`src/rtl/boot_pkg.sv`:
```
// -----------------------------------------------------------------------------
// boot_pkg -- shared definitions for the boot loader.
//   boot_state_t    : boot loader FSM states
//   ROM_DEPTH       : number of words in the boot ROM
//   ROM_PATCH_ADDR  : writable ROM slot overwritten by the patch feature
//   ROM_DW          : ROM / RAM data width
// -----------------------------------------------------------------------------
package boot_pkg;

    localparam int          ROM_DEPTH      = 16;
    localparam logic [3:0]  ROM_PATCH_ADDR = 4'h7;
    localparam int          ROM_DW         = 16;

    typedef enum logic [2:0] {
        ST_IDLE  = 3'd0,
        ST_PATCH = 3'd1,
        ST_READ  = 3'd2,
        ST_WRITE = 3'd3,
        ST_DONE  = 3'd4
    } boot_state_t;

endpackage

```
`src/rtl/boot_csum.sv`:
```
// -----------------------------------------------------------------------------
// boot_csum -- 16-bit wrapping accumulator for the boot copy checksum.
//   clk      in   clock, rising edge
//   rst_n    in   asynchronous active-low reset (sum -> 0)
//   clr      in   synchronous clear (wins over add_en)
//   add_en   in   add add_val into the sum this cycle
//   add_val  in   value to accumulate
//   sum      out  current sum, carry discarded
// -----------------------------------------------------------------------------
module boot_csum
    import boot_pkg::*;
(
    input  logic              clk,
    input  logic              rst_n,
    input  logic              clr,
    input  logic              add_en,
    input  logic [ROM_DW-1:0] add_val,
    output logic [ROM_DW-1:0] sum
);

    logic [ROM_DW-1:0] sum_reg;

    always_ff @(posedge clk or negedge rst_n) begin
        if (!rst_n) begin
            sum_reg <= '0;
        end else if (clr) begin
            sum_reg <= '0;
        end else if (add_en) begin
            sum_reg <= sum_reg + add_val;
        end
    end

    assign sum = sum_reg;

endmodule

```
`src/rtl/boot_loader.sv`:
```
// -----------------------------------------------------------------------------
// boot_loader -- copies WORDS boot ROM words into RAM at RAM_BASE and holds
// the CPU in reset until the copy is complete.
//
// Optional feature: define BOOT_PATCH_EN to overwrite ROM slot 7 with
// patch_word (one PATCH cycle) before every copy.
//
// Ports:
//   clk, rst_n            clock / asynchronous active-low reset
//   start                 begin a copy (sampled only in IDLE or DONE)
//   patch_word            value written to ROM slot 7 (patch build only)
//   busy, done, cpu_hold  status; cpu_hold is low only in DONE
//   checksum              16-bit wrapping sum of words written to RAM
//   rom_cs/we/addr/din    ROM bus, rom_dout is the ROM read data
//   ram_cs/we/addr/wdata  RAM write port, ram_ready accepts the write
//
// All bus outputs are registered: each is loaded on the edge that enters the
// state in which it must be valid.
// -----------------------------------------------------------------------------
module boot_loader
    import boot_pkg::*;
#(
    parameter int              WORDS    = 16,
    parameter int              RAM_AW   = 8,
    parameter logic [RAM_AW-1:0] RAM_BASE = '0
) (
    input  logic              clk,
    input  logic              rst_n,
    input  logic              start,
    input  logic [ROM_DW-1:0] patch_word,
    output logic              busy,
    output logic              done,
    output logic              cpu_hold,
    output logic [ROM_DW-1:0] checksum,
    output logic              rom_cs,
    output logic              rom_we,
    output logic [3:0]        rom_addr,
    output logic [ROM_DW-1:0] rom_din,
    input  logic [ROM_DW-1:0] rom_dout,
    output logic              ram_cs,
    output logic              ram_we,
    output logic [RAM_AW-1:0] ram_addr,
    output logic [ROM_DW-1:0] ram_wdata,
    input  logic              ram_ready
);

    localparam int              IDX_W    = $clog2(ROM_DEPTH);
    localparam logic [IDX_W-1:0] LAST_IDX = IDX_W'(WORDS - 1);

    boot_state_t       state_reg;
    logic [IDX_W-1:0]  index_reg;
    logic [ROM_DW-1:0] data_reg;
    logic              busy_reg;
    logic              done_reg;
    logic              cpu_hold_reg;
    logic              rom_cs_reg;
    logic [3:0]        rom_addr_reg;
    logic              ram_en_reg;
    logic [RAM_AW-1:0] ram_addr_reg;
    logic [ROM_DW-1:0] ram_wdata_reg;

    logic              launch;
    logic              accept;

    // A copy is launched only from IDLE/DONE; start is a don't-care elsewhere.
    assign launch = start && ((state_reg == ST_IDLE) || (state_reg == ST_DONE));
    assign accept = (state_reg == ST_WRITE) && ram_ready;

`ifdef BOOT_PATCH_EN
    logic              rom_we_reg;
    logic [ROM_DW-1:0] rom_din_reg;

    always_ff @(posedge clk or negedge rst_n) begin
        if (!rst_n) begin
            rom_we_reg  <= 1'b0;
            rom_din_reg <= '0;
        end else if (launch) begin
            rom_we_reg  <= 1'b1;
            rom_din_reg <= patch_word;
        end else begin
            // PATCH lasts one cycle, so the write strobe always drops next.
            rom_we_reg  <= 1'b0;
            rom_din_reg <= '0;
        end
    end

    assign rom_we  = rom_we_reg;
    assign rom_din = rom_din_reg;
`else
    logic unused_patch;
    assign unused_patch = ^patch_word;
    assign rom_we       = 1'b0;
    assign rom_din      = '0;
`endif

    always_ff @(posedge clk or negedge rst_n) begin
        if (!rst_n) begin
            state_reg     <= ST_IDLE;
            index_reg     <= '0;
            data_reg      <= '0;
            busy_reg      <= 1'b0;
            done_reg      <= 1'b0;
            cpu_hold_reg  <= 1'b1;
            rom_cs_reg    <= 1'b0;
            rom_addr_reg  <= '0;
            ram_en_reg    <= 1'b0;
            ram_addr_reg  <= '0;
            ram_wdata_reg <= '0;
        end else begin
            case (state_reg)
                ST_IDLE, ST_DONE: begin
                    if (start) begin
                        index_reg    <= '0;
                        busy_reg     <= 1'b1;
                        done_reg     <= 1'b0;
                        cpu_hold_reg <= 1'b1;
                        rom_cs_reg   <= 1'b1;
`ifdef BOOT_PATCH_EN
                        state_reg    <= ST_PATCH;
                        rom_addr_reg <= ROM_PATCH_ADDR;
`else
                        state_reg    <= ST_READ;
                        rom_addr_reg <= '0;
`endif
                    end
                end
                ST_PATCH: begin
                    state_reg    <= ST_READ;
                    rom_cs_reg   <= 1'b1;
                    rom_addr_reg <= '0;
                end
                ST_READ: begin
                    // ROM data is captured both for the checksum and as the
                    // registered RAM write data for the WRITE state.
                    state_reg     <= ST_WRITE;
                    data_reg      <= rom_dout;
                    rom_cs_reg    <= 1'b0;
                    rom_addr_reg  <= '0;
                    ram_en_reg    <= 1'b1;
                    ram_addr_reg  <= RAM_BASE + RAM_AW'(index_reg);
                    ram_wdata_reg <= rom_dout;
                end
                ST_WRITE: begin
                    if (ram_ready) begin
                        ram_en_reg    <= 1'b0;
                        ram_addr_reg  <= '0;
                        ram_wdata_reg <= '0;
                        if (index_reg == LAST_IDX) begin
                            state_reg    <= ST_DONE;
                            busy_reg     <= 1'b0;
                            done_reg     <= 1'b1;
                            cpu_hold_reg <= 1'b0;
                        end else begin
                            state_reg    <= ST_READ;
                            index_reg    <= index_reg + 1'b1;
                            rom_cs_reg   <= 1'b1;
                            rom_addr_reg <= 4'(index_reg + 1'b1);
                        end
                    end
                end
                default: begin
                    state_reg <= ST_IDLE;
                end
            endcase
        end
    end

    boot_csum u_csum (
        .clk     (clk),
        .rst_n   (rst_n),
        .clr     (launch),
        .add_en  (accept),
        .add_val (data_reg),
        .sum     (checksum)
    );

    assign busy      = busy_reg;
    assign done      = done_reg;
    assign cpu_hold  = cpu_hold_reg;
    assign rom_cs    = rom_cs_reg;
    assign rom_addr  = rom_addr_reg;
    assign ram_cs    = ram_en_reg;
    assign ram_we    = ram_en_reg;
    assign ram_addr  = ram_addr_reg;
    assign ram_wdata = ram_wdata_reg;

endmodule
```
`config.mk`:
```
export PLATFORM = sky130hd
export DESIGN_NAME = boot_loader
export DESIGN_NICKNAME = d
export VERILOG_FILES = /design/src/rtl/boot_pkg.sv /design/src/rtl/boot_csum.sv /design/src/rtl/boot_loader.sv
export SDC_FILE = /design/constraint.sdc
export NUM_CORES = 1
export LEC_CHECK = 0
export CORE_ASPECT_RATIO = 1.5
export CORE_MARGIN = 1.5
export CORE_UTILIZATION = 47
export DETAILED_ROUTE_END_ITERATION = 8
export PLACE_DENSITY_LB_ADDON = 0.1
export REMOVE_ABC_BUFFERS = 1
export SLEW_MARGIN = 20
export SYNTH_ARGS = -nofsm -noshare
export SYNTH_HDL_FRONTEND = slang
export SYNTH_SLANG_ARGS = --single-unit
```
`constraint.sdc`:
```
create_clock -name clk -period 2.8 [get_ports clk]
set_clock_uncertainty 0.1 [all_clocks]
set_input_delay 0.84 -clock clk [delete_from_list [all_inputs] [get_ports clk]]
set_output_delay 0.84 -clock clk [all_outputs]
set_load 0.02 [all_outputs]
```
==> flow_metrics.py, run 1 <==
metrics = {
    "pwr": {
        "pwr_density_cell_mw_per_mm2": 1370,
        "leakage_nw": 1.977,
        "ir_worst_vdd_mv": 0.6880,
    },
    "global_routing": {
        "grt_start_max_net_pins": 69,
        "gr-usage-all-layers_pct": 20.41,
        "first_pass_grt_wire_length_um": 12210,
        "grt_pass1_vias": 2575,
        "overflow": 0,
        "grt_antenna_before_repair": 0,
    },
    "timing": {
        "finalWorstPathRequiredPeriod_ns": 2.405,
        "worst_slew_margin_rel_pct": 49.37,
        "finalCritPeriodShare_pct": 85.91,
        "rsz_0062_raised_after_global_routing": "false",
        "timing.hold.ws_ns": 0.3612,
        "worst_slew_pin_slew_ns": 0.7476,
        "drv_slew": 0,
        "totalNegativeSetupSlack_ns": 0,
        "setup_viol": 0,
        "fmax_mhz": 415.7,
        "final_hold_viol_count": 0,
    },
    "setup_path": {
        "required_ns": 1.86,
        "setup.worst_path.start_class": "register",
        "worst-path-buf-inv": 1,
        "critical_path_class": "register to output pin",
        "largest_stage_delay_on_the_critical_path_ns": 0.60,
        "cpLargestDelayFamily": "buffers and inverters",
        "worstPathMaxFanout": 2,
        "cp_data_arrival_time_ns": 1.47,
        "cp_cell_sequence": "clkdlybuf4s50_1",
        "cp-end-kind": "output pin",
        "critical_path_top_delay_cell": "sky130_fd_sc_hd__clkdlybuf4s50_1",
        "setup.reg_to_reg.worst_slack_ns": 0.42,
    },
    "floorplan": {
        "dieArea_mm2": 0.007815,
        "die_width_um": 72.69,
        "floorplan.initialDensity_pct": 49.30,
        "ioPinCount": 103,
        "die_height_um": 107.5,
        "placementRows": 37,
        "placeableCoreArea_mm2": 0.006944,
    },
    "cells_and_area": {
        "drive_above_1_share_pct": 13.77,
        "layout_commonest_cell": "sky130_fd_sc_hd__dfrtp_1",
        "fin_nets": 435,
        "fill_cells": 605,
        "area.growth.synth_to_final_pct": 25.37,
        "most_used_cells_in_the_layout_excluding_fill_and_tap_cells": "67 x sky130_fd_sc_hd__dfrtp_1, 64 x sky130_fd_sc_hd__clkdlybuf4s50_1, 36 x sky130_fd_sc_hd__nand2_1, 24 x sky130_fd_sc_hd__a22o_1",
        "area_of_all_sequential_standard_cells_mm2": 0.001703,
        "antenna_cells_inserted": 0,
        "area_of_combinational_cells_with_multiple_inputs_mm2": 0.001560,
    },
    "detailed_routing": {
        "ratio_of_routed_vias_to_standard_cells": 5.348,
        "drt_first_pass_iters": 4,
        "routed_wire_length_per_instance_um": 15.43,
        "remaining_drc_errors": 0,
        "wire_length_reported_by_the_detailed_router_um": 7146,
        "initialDrtViolationCount": 123,
        "via_count": 2476,
        "ant_nets": 0,
    },
    "hold_path": {
        "holdCritPathClass": "register to register",
    },
    "job": {
        "max_cap_viol_count": 0,
    },
    "cts": {
        "cts_hold_repair.buffers": 0,
        "cts-root-to-sink-buffers": 2,
        "cts_num_sinks": 68,
        "ctsHtreeMaxLevel": 3,
        "clk_pin_slew_worst_paths_ns": 0.07,
        "insertion_delay_ns": 0.34,
        "cts_post_setup_buffers_inserted": 0,
        "root_buffer": "sky130_fd_sc_hd__clkbuf_8",
        "cts_tree": "yes",
        "post_cts_resize_count": 0,
        "numCtsBuffers": 9,
    },
    "synthesis": {
        "synthesis.area_per_instance_um2": 11.11,
        "synth-edff-count": 0,
        "netlist-cell-type-count": 53,
        "yosys_warnings": 0,
        "syn_area_mm2": 0.003423,
        "seq_area_frac_synth_pct": 49.74,
        "synthArstFlopShare_pct": 100.0,
        "ys_seq_elements": 68,
        "post_synth_inst_count": 308,
        "synth_top_flop_cell": "sky130_fd_sc_hd__dfrtp_1",
    },
    "placed_design": {
        "final_hpwl_from_detailed_placement_um": 5034,
        "gp_congestion": 0.8301,
        "placement.io_buffers": 65,
    },
    "status": {
        "status": "finished clean",
    },
}
==> area by class of cell <==
type                    instances  area share [%]
multi-input cells             220           36.36
inverters                       9          0.7872
flip-flops and latches         68           39.68
well taps                      78           2.274
clock buffers                  11           3.061
clock inverters                 3          0.9329
repair buffers                 74           16.91
==> Yosys cell counts, types with 3 or more instances <==
library cell,instances,area [µm²]
sky130_fd_sc_hd__a21o_1,6,45.04
sky130_fd_sc_hd__a21oi_1,11,55.05
sky130_fd_sc_hd__a22o_1,24,210.2
sky130_fd_sc_hd__buf_2,3,15.01
sky130_fd_sc_hd__buf_4,22,165.2
sky130_fd_sc_hd__clkbuf_1,3,11.26
sky130_fd_sc_hd__dfrtp_1,67,1677
sky130_fd_sc_hd__ha_1,16,200.2
sky130_fd_sc_hd__inv_1,9,33.78
sky130_fd_sc_hd__mux2_2,15,168.9
sky130_fd_sc_hd__nand2_1,36,135.1
sky130_fd_sc_hd__nor2_1,12,45.04
sky130_fd_sc_hd__o21ai_0,21,105.1
sky130_fd_sc_hd__o21ai_1,6,30.03
sky130_fd_sc_hd__xnor2_1,6,52.55
sky130_fd_sc_hd__xor2_1,8,70.07
==> path summary, 6_finish.rpt <==
path | start | endpoint | cells after the start
min reg2reg | cpu_hold | cpu_hold | 2
max reg2reg | u_csum.sum[0] | u_csum.sum[14] | 10
max in group asynchronous | rst_n | cpu_hold | 2
min in group asynchronous | rst_n | data_reg[2] | 2
max | cpu_hold | cpu_hold | 1
min | cpu_hold | cpu_hold | 2
==> metrics by stage <==
stage                     area [µm²]  power, W  utilization, %  instances  setup slack, ns
final                           4292  0.005881           61.80        463           0.3946
after global routing            4292  0.006368           61.80        463           0.2744
after CTS                       4288  0.005955           61.75        463           0.2311
after detailed placement        4116  0.005167           59.28        449          -0.1262
after global placement          4116  0.005093           59.28        449         -0.04002
after floorplan                 3286  0.003994               -        297          -0.3027
==> where the power goes <==
part	switching (W)	internal (W)	total (W)
logic	0.00179	0.00159	0.00339
registers	0.000321	0.00143	0.00175
clock network	0.000340	0.000399	0.000740
==> per-layer routing <==
layer	wire, µm	part of all wire, %	up-vias	GRT usage [%]
li1	-	-	1196	-
met1	3023	42	1207	24.57
met3	310	4.3	6	5.337
met5	0	0	-	0
met4	70	0.98	0	8.086
met2	3741	52	67	34.34
==> cell families after synthesis <==
logic type                 after synthesis  share of synthesized area (%)
AOI/OAI and AO/OA                       85                          18.42
DFF                                     68                          49.74
and+or+nand+nor                         66                          8.992
buffers and inverters                   40                          7.200
adders and majority gates               17                          6.433
muxes                                   17                          5.519
xor gates and xnor gates                14                          3.582
other                                    1                         0.1095
==> worst register-to-register path, delay by kind of cell, from the launching register on <==
| family | cells | cell delay (ns) |
|---|---|---|
| buffers and inverters | 1 | 0.05 |
| DFF | 1 | 0.39 |
| AOI/OAI and AO/OA | 5 | 0.73 |
| and+or+nand+nor | 2 | 0.44 |
| adders and majority gates | 2 | 0.59 |
(Power assumes the default switching activity.)
==> run 2: changes to the inputs <==
--- a/config.mk
+++ b/config.mk
@@ -9,7 +9,7 @@
 export CORE_MARGIN = 1.5
 export CORE_UTILIZATION = 47
 export DETAILED_ROUTE_END_ITERATION = 8
-export PLACE_DENSITY_LB_ADDON = 0.1
+export PLACE_DENSITY = 0.8
 export REMOVE_ABC_BUFFERS = 1
 export SLEW_MARGIN = 20
 export SYNTH_ARGS = -nofsm -noshare
==> flow_metrics.py, run 2 (synthesis gave the netlist of run 1 again) <==
metrics = {
    "global_routing": {
        "gr-usage-all-layers_pct": 19.65,
        "grt_antenna_before_repair": 0,
        "overflow": 0,
        "grt_start_max_net_pins": 69,
        "grt_pass1_vias": 2467,
        "first_pass_grt_wire_length_um": 11680,
    },
    "cts": {
        "root_buffer": "sky130_fd_sc_hd__clkbuf_8",
        "cts_hold_repair.buffers": 0,
        "numCtsBuffers": 9,
        "ctsHtreeMaxLevel": 3,
        "cts_num_sinks": 68,
        "insertion_delay_ns": 0.34,
        "clk_pin_slew_worst_paths_ns": 0.06,
        "cts-root-to-sink-buffers": 2,
        "cts_post_setup_buffers_inserted": 0,
        "post_cts_resize_count": 0,
        "cts_tree": "yes",
    },
    "detailed_routing": {
        "wire_length_reported_by_the_detailed_router_um": 7022,
        "ratio_of_routed_vias_to_standard_cells": 5.416,
        "initialDrtViolationCount": 203,
        "drt_first_pass_iters": 4,
        "remaining_drc_errors": 0,
        "via_count": 2502,
        "routed_wire_length_per_instance_um": 15.20,
        "ant_nets": 0,
    },
    "timing": {
        "worst_slew_margin_rel_pct": 41.21,
        "finalWorstPathRequiredPeriod_ns": 2.443,
        "rsz_0062_raised_after_global_routing": "false",
        "postLayoutSetupSlackWorst_ns": 0.3566,
        "worst_slew_pin_slew_ns": 0.8818,
        "final_hold_viol_count": 0,
        "drv_slew": 0,
        "fmax_mhz": 409.3,
        "timing.hold.ws_ns": 0.3615,
        "setup_viol": 0,
        "finalCritPeriodShare_pct": 87.26,
    },
    "pwr": {
        "leakage_nw": 1.970,
        "pwr_density_cell_mw_per_mm2": 1372,
        "ir_worst_vdd_mv": 0.6693,
    },
    "cells_and_area": {
        "layout_commonest_cell": "sky130_fd_sc_hd__dfrtp_1",
        "fin_nets": 433,
        "fill_cells": 576,
        "antenna_cells_inserted": 0,
        "area.growth.synth_to_final_pct": 25.11,
        "most_used_cells_in_the_layout_excluding_fill_and_tap_cells": "67 x sky130_fd_sc_hd__dfrtp_1, 64 x sky130_fd_sc_hd__clkdlybuf4s50_1, 36 x sky130_fd_sc_hd__nand2_1, 24 x sky130_fd_sc_hd__a22o_1",
        "drive_above_1_share_pct": 13.28,
        "final_cells": 462,
    },
    "hold_path": {
        "holdCritPathClass": "register to register",
    },
    "setup_path": {
        "cp_data_arrival_time_ns": 2.60,
        "worstPathMaxFanout": 9,
        "required_ns": 2.95,
        "setup.worst_path.start_class": "input pin",
        "cp-end-kind": "register",
        "critical_path_class": "input pin to register",
    },
    "floorplan": {
        "placeableCoreArea_mm2": 0.006944,
        "die_height_um": 107.5,
        "floorplan.initialDensity_pct": 49.30,
        "ioPinCount": 103,
        "placementRows": 37,
        "dieArea_mm2": 0.007815,
        "die_width_um": 72.69,
    },
    "placed_design": {
        "final_hpwl_from_detailed_placement_um": 5104,
        "gp_congestion": 0.7728,
        "placement.io_buffers": 65,
        "numPlacedInstances": 447,
        "pre_cts_ws_ns": 0.02545,
    },
    "status": {
        "status": "finished clean",
    },
    "job": {
        "max_cap_viol_count": 0,
    },
}
==> run 2: cell types whose count changed in the layout (fill, tap and decap cells not counted) <==
cell and change:
sky130_fd_sc_hd__buf_12 +1, sky130_fd_sc_hd__buf_4 -3, sky130_fd_sc_hd__clkbuf_8 +2, sky130_fd_sc_hd__bufinv_16 -1, sky130_fd_sc_hd__a21oi_2 -1, sky130_fd_sc_hd__a21oi_1 +1
==> run 2: through the flow <==
stage	util [%]	total power (W)	instance area (µm²)	setup TNS, ns
6_report	61.68	0.005876	4283	0
5_1_grt	61.68	0.006329	4283	0
4_1_cts	61.68	0.005924	4283	0
3_5_place_dp	59.24	0.005193	4114	0
3_3_place_gp	59.24	0.005063	4114	0
2_1_floorplan	-	0.003994	3286	-6.055
==> run 2: worst max-delay path, cell delays in order <==
cell and delay [ns]:
sky130_fd_sc_hd__clkdlybuf4s50_1 0.42, sky130_fd_sc_hd__inv_1 0.13, sky130_fd_sc_hd__nor2_1 0.09, sky130_fd_sc_hd__a21oi_1 0.69
sky130_fd_sc_hd__buf_4 0.29, sky130_fd_sc_hd__nand2_1 0.06, sky130_fd_sc_hd__o21ai_0 0.07
==> run 2: cell type report <==
type                       count  area, µm²  area share, %
tap                           78      97.59          2.279
timing repair buffer          72      723.2          16.89
clock buffer                  13      158.9          3.710
inverter                       9      33.78         0.7888
multi-input combinational    220       1556          36.34
clock inverter                 2      10.01         0.2337
sequential                    68       1703          39.76
==> run 2: where the power goes <==
part / internal, W / total, W / switching (W) / leakage (nW)
logic: 0.00160 / 0.00341 / 0.00181 / 1.04
clock network: 0.000363 / 0.000707 / 0.000344 / 0.0893
registers: 0.00143 / 0.00176 / 0.000322 / 0.842
==> run 2: path summary, 6_finish.rpt <==
kind                       slack (ns)        endpoint  depth (start not counted)          start
min                              0.36        cpu_hold                          2       cpu_hold
max reg2reg                      0.42  u_csum.sum[14]                         10  u_csum.sum[0]
min reg2reg                      0.36        cpu_hold                          2       cpu_hold
max in group asynchronous        1.86        cpu_hold                          2          rst_n
min in group asynchronous        0.40   u_csum.sum[1]                          2          rst_n
max                              0.36  u_csum.sum[13]                          7      ram_ready
==> run 2: metal layers <==
layer	vias up	GRT usage, %	wire [µm]
met1	1235	23.43	2928
li1	1193	-	-
met3	12	3.652	273
met5	-	0	0
met2	62	33.94	3680
met4	0	8.625	140
